==> src/rtl/lsu_mem_ctrl.sv <==
// ============================================================================
// lsu_mem_ctrl : MEM-stage load/store controller for a word-indexed data RAM
// Rev 1.0
// ============================================================================
`default_nettype none

module lsu_mem_ctrl #(
  parameter int MEM_DEPTH = 128
) (
  input  logic        clk,
  input  logic        rst_n,
  input  logic        req_valid,
  output logic        req_ready,
  input  logic        req_we,
  input  logic [2:0]  req_func3,
  input  logic [31:0] req_addr,
  input  logic [31:0] req_wdata,
  output logic        resp_valid,
  output logic        resp_err,
  output logic [31:0] resp_rdata,
  output logic        ram_we,
  output logic [2:0]  ram_func3,
  output logic [31:0] ram_addr,
  output logic [31:0] ram_wdata,
  input  logic [31:0] ram_rdata
);

  localparam logic [29:0] C_DEPTH_W = 30'(MEM_DEPTH);

  typedef enum logic [2:0] {
    S_IDLE   = 3'd0,
    S_RD     = 3'd1,
    S_WR     = 3'd2,
    S_RMW_RD = 3'd3,
    S_RMW_WR = 3'd4,
    S_RESP   = 3'd5
  } state_t;

  state_t      state_q, state_d;
  logic        we_q, we_d;
  logic [2:0]  func3_q, func3_d;
  logic [31:0] addr_q, addr_d;
  logic [31:0] wdata_q, wdata_d;
  logic        err_q, err_d;
  logic [31:0] rdata_q, rdata_d;
  logic [31:0] merged_q, merged_d;

  logic        w_req_err;
  logic [7:0]  w_byte;
  logic [15:0] w_half;
  logic [31:0] w_load;
  logic [31:0] w_merge;
  logic        w_busy_ram;

  // Request legality is judged on the live request bus in the accept cycle.
  always_comb begin
    w_req_err = 1'b0;
    if (req_func3 == 3'b011 || req_func3 == 3'b110 || req_func3 == 3'b111)
      w_req_err = 1'b1;
    if (req_we && (req_func3 == 3'b100 || req_func3 == 3'b101))
      w_req_err = 1'b1;
    if (req_func3[1:0] == 2'b01 && req_addr[0])
      w_req_err = 1'b1;
    if (req_func3 == 3'b010 && req_addr[1:0] != 2'b00)
      w_req_err = 1'b1;
    if (req_addr[31:2] >= C_DEPTH_W)
      w_req_err = 1'b1;
  end

  always_comb begin
    w_byte  = 8'(ram_rdata >> {addr_q[1:0], 3'b000});
    w_half  = 16'(ram_rdata >> {addr_q[1], 4'b0000});
    w_merge = ram_rdata;
    unique case (func3_q)
      3'b000:  w_load = {{24{w_byte[7]}}, w_byte};
      3'b001:  w_load = {{16{w_half[15]}}, w_half};
      3'b100:  w_load = {24'd0, w_byte};
      3'b101:  w_load = {16'd0, w_half};
      default: w_load = ram_rdata;
    endcase
    if (func3_q[1:0] == 2'b00)
      w_merge[{addr_q[1:0], 3'b000} +: 8] = wdata_q[7:0];
    else
      w_merge[{addr_q[1], 4'b0000} +: 16] = wdata_q[15:0];
  end

  always_comb begin
    state_d  = state_q;
    we_d     = we_q;
    func3_d  = func3_q;
    addr_d   = addr_q;
    wdata_d  = wdata_q;
    err_d    = err_q;
    rdata_d  = rdata_q;
    merged_d = merged_q;
    unique case (state_q)
      S_IDLE: begin
        if (req_valid) begin
          we_d     = req_we;
          func3_d  = req_func3;
          addr_d   = req_addr;
          wdata_d  = req_wdata;
          err_d    = w_req_err;
          rdata_d  = 32'd0;
          merged_d = 32'd0;
          if (w_req_err)                state_d = S_RESP;
          else if (!req_we)             state_d = S_RD;
          else if (req_func3 == 3'b010) state_d = S_WR;
          else                          state_d = S_RMW_RD;
        end
      end
      S_RD: begin
        rdata_d = w_load;
        state_d = S_RESP;
      end
      S_WR:     state_d = S_RESP;
      S_RMW_RD: begin
        merged_d = w_merge;
        state_d  = S_RMW_WR;
      end
      S_RMW_WR: state_d = S_RESP;
      S_RESP:   state_d = S_IDLE;
      default:  state_d = S_IDLE;
    endcase
  end

  always_ff @(posedge clk or negedge rst_n) begin
    if (!rst_n) begin
      state_q  <= S_IDLE;
      we_q     <= 1'b0;
      func3_q  <= 3'd0;
      addr_q   <= 32'd0;
      wdata_q  <= 32'd0;
      err_q    <= 1'b0;
      rdata_q  <= 32'd0;
      merged_q <= 32'd0;
    end else begin
      state_q  <= state_d;
      we_q     <= we_d;
      func3_q  <= func3_d;
      addr_q   <= addr_d;
      wdata_q  <= wdata_d;
      err_q    <= err_d;
      rdata_q  <= rdata_d;
      merged_q <= merged_d;
    end
  end

  // RAM bus is driven only in states that actually touch memory.
  assign w_busy_ram = (state_q == S_RD) || (state_q == S_WR) ||
                      (state_q == S_RMW_RD) || (state_q == S_RMW_WR);

  assign req_ready  = (state_q == S_IDLE);
  assign resp_valid = (state_q == S_RESP);
  assign resp_err   = (state_q == S_RESP) && err_q;
  assign resp_rdata = rdata_q;
  assign ram_func3  = 3'b010;
  assign ram_we     = (state_q == S_WR) || (state_q == S_RMW_WR);
  assign ram_addr   = w_busy_ram ? {addr_q[31:2], 2'b00} : 32'd0;
  assign ram_wdata  = (state_q == S_WR)     ? wdata_q  :
                      (state_q == S_RMW_WR) ? merged_q : 32'd0;

  logic w_unused;
  assign w_unused = we_q;

endmodule

`default_nettype wire

==> config.mk <==
export PLATFORM = sky130hd
export DESIGN_NAME = lsu_mem_ctrl
export DESIGN_NICKNAME = d
export VERILOG_FILES = /design/src/rtl/lsu_mem_ctrl.sv
export SDC_FILE = /design/constraint.sdc
export NUM_CORES = 1
export LEC_CHECK = 0
export ABC_AREA = 1
export CORE_UTILIZATION = 53
export CTS_CLUSTER_DIAMETER = 50
export CTS_CLUSTER_SIZE = 8
export DETAILED_ROUTE_END_ITERATION = 16
export HOLD_SLACK_MARGIN = 0.02
export PLACE_DENSITY = 0.9
export SYNTH_ARGS = -nofsm -noshare
export SYNTH_HDL_FRONTEND = slang
export SYNTH_SLANG_ARGS = --single-unit
==> constraint.sdc <==
create_clock -name clk -period 4.55 [get_ports clk]
set_clock_uncertainty 0.05 [all_clocks]
set_input_delay 1.1375 -clock clk [delete_from_list [all_inputs] [get_ports clk]]
set_output_delay 1.1375 -clock clk [all_outputs]
set_load 0.01 [all_outputs]
==> reports/qor.yml <==
outcome:
  outcome: "finished, final reports clean"
detailed_routing:
  finalWirelength_microns: 23300
  vias_per_cell: 5.73
  final_antenna_net_count: 0
  drt_iter0_drc: 878
  wire_per_inst_microns: 17.2
  dr.pass1.iters: 7
  vias: 7753
  drc: 0
floorplan:
  die_area_sq_um: 14700
  io_pins: 206
  die_h_microns: 121
  die_w_microns: 121
  start_util_pct: 54.2
  coreArea_sq_um: 13900
  rows: 43
yosys:
  yosysUniqueCellTypes: 30
  synth_top_flop_cell: "dfrtp_1"
  synth_cells: 998
  syn_area_sq_um: 7520
  synth-seq-area-share_pct: 44.9
  synth_edf_count: 0
  ys_warn_count: 0
  synth_seq_cells: 135
  syn_area_per_cell_sq_um: 7.53
  async_flop_share_pct: 100
timing:
  setup_violations: 0
  slew_violations: 0
  worstMarginPinSlew_ns: 0.861
  fmax_mhz: 228
  fin_crit_ns: 4.38
  rsz0062_at_grt: "false"
  relSlewSlack_pct: 42.5
  finalHoldViolCount: 0
  setup_tns_ns: 0
  hold_slack_ns: 0.431
  finalCritPeriodShare_pct: 96.3
finish:
  stdcell_count: 1353
  nNetsFinal: 1268
  fillers: 1039
  syn2layout_area_growth_pct: 32.8
  drive_gt1_share_pct: 6.05
  antenna_cells: 0
cts:
  clkTransAtPathRegs_ns: 0.06
  cts_post_setup_buffers_inserted: 0
  cts_htree_levels: 4
  cts_tree: "done"
  ctsHoldBuffers: 0
  ctsResizeCount: 0
  cts.sinks: 135
  clock_path_buffers: 2
  clkLatencyLatePin_ns: 0.43
  cts_buffers: 17
  cts_root_buf: "clkbuf_16"
pwr:
  peakVddDrop_v: 0.000467
  leakage_nw: 4.42
  power_density_nw_per_um2: 628
global_route:
  grt_overflow: 0
  grt_max_degree: 93
  grt_usage_pct: 32.9
  grt_pass1_vias: 7334
  grt_pass1_wl_microns: 36800
  antenna_found_initial: 0
placed_design:
  dp_cells: 1321
  port_buffers: 200
  hpwl_microns: 16100
  gp_congestion: 0.921
worst_setup_path:
  cp.required_ns: 3.36
  end_kind: "output port"
  cp-start-kind: "flop"
  critPathMaxFanout: 31
  ff2ff_setup_slack_ns: 1.81
  cp.arrival_ns: 3.19
  critPathKind: "reg2out"
flow_run:
  drv_cap: 0
worst_hold_path:
  hp-class: "reg2reg"
## path summary, 6_finish.rpt
path	from	endpoint	cells past startpoint
min in group asynchronous	rst_n	resp_rdata[16]$_DFFE_PN0P_	1
max	state_q[2]$_DFFE_PN0P_	ram_addr[11]	8
min reg2reg	resp_rdata[14]$_DFFE_PN0P_	resp_rdata[14]$_DFFE_PN0P_	2
max in group asynchronous	rst_n	resp_rdata[10]$_DFFE_PN0P_	2
max reg2reg	func3_q[1]$_DFFE_PN0P_	merged_q[24]$_DFFE_PN0P_	6
min	resp_rdata[14]$_DFFE_PN0P_	resp_rdata[14]$_DFFE_PN0P_	2
## cells in the final DEF, fill, tap and decap left out, types with 4 or more instances in the layout
cell type	count
clkdlybuf4s50_1	199
nor2_1	52
a21oi_1	57
clkinv_4	4
nor2_2	10
ha_1	5
nand2_1	209
clkinvlp_4	4
nand3_1	63
conb_1	5
inv_1	129
o21ai_1	21
o22ai_1	16
dfrtp_1	134
o21ai_0	172
o211ai_1	8
buf_4	7
o221ai_1	22
clkbuf_16	17
inv_2	10
## routing by layer
| metal | GRT usage, % | up-vias | share of wire (%) |
|---|---|---|---|
| li1 | - | 3594 | - |
| met2 | 51.6 | 441 | 46 |
| met5 | 0 | - | 0 |
| met3 | 8.04 | 70 | 10 |
| met4 | 15.7 | 0 | 3.5 |
| met1 | 42.8 | 3648 | 41 |
## cell families (layout without fill, tap and decap cells)
| family | Yosys count | after routing | share of synthesized area [%] |
|---|---|---|---|
| AOI/OAI and AO/OA | 298 | 298 | 21.6 |
| adders and majority gates | 5 | 5 | 0.832 |
| buffers and inverters | 207 | 379 | 12.6 |
| DFF | 135 | 135 | 44.9 |
| other | 2 | 5 | 0.0999 |
| and+or+nand+nor | 351 | 351 | 20.0 |
## flip-flops by register name (all words and copies together), names as in the netlist
register / flops
merged_q: 32
state_q: 3
wdata_q: 32
func3_q: 3
resp_rdata: 32
err_q: 1
addr_q: 32
## layout make-up
class,count,area [sq um],share of cell area [%]
multi-input combinational,659,3200,32.1
sequential,135,3380,33.8
timing repair buffer,208,2080,20.8
inverter,139,522,5.22
clock inverter,14,153,1.53
tap,180,225,2.26
clock buffer,18,429,4.30
## power by group
group	switching, mW	internal [mW]	total (mW)
Clock	0.559	0.809	1.37
Combinational	1.82	1.15	2.97
Sequential	0.301	1.64	1.94
Total	2.68	3.59	6.27
## per-stage QoR
step / utilization [%] / power [mW] / setup WS [ns] / area [sq um]
floorplan: - / 3.87 / 1.98 / 7530
global placement: 67.8 / 4.73 / 0.828 / 9410
detailed placement: 67.8 / 4.83 / 0.686 / 9410
CTS: 71.9 / 6.23 / 0.173 / 9990
global route: 71.9 / 6.71 / 0.0184 / 9990
finish: 71.9 / 6.27 / 0.168 / 9990
## cell usage after synthesis, types with 3 or more instances
cell / number / area (sq um)
o22ai_1: 16 / 100
inv_1: 129 / 484
buf_2: 17 / 85.1
buf_1: 6 / 22.5
nor2_2: 10 / 62.6
ha_1: 5 / 62.6
o21ai_0: 172 / 861
o221ai_1: 22 / 193
nand3_1: 63 / 315
nor2_1: 52 / 195
dfrtp_1: 135 / 3380
buf_4: 6 / 45.0
nor3_4: 3 / 48.8
o21ai_1: 21 / 105
o211ai_1: 8 / 60.1
nand4_1: 3 / 18.8
inv_2: 10 / 37.5
nand2_1: 209 / 785
buf_6: 17 / 191
clkbuf_1: 22 / 82.6
a21oi_1: 57 / 285
nand2_2: 3 / 18.8
## worst max-delay path, cell delays in order (launching register included)
cell             delay [ns]
dfrtp_1                0.62
buf_4                  0.29
inv_1                  0.10
nand3_2                0.15
buf_4                  0.31
nand4_1                0.18
inv_2                  0.48
nor2_1                 0.11
clkdlybuf4s50_1        0.50
No activity file was read; power rests on OpenSTA's default activity.
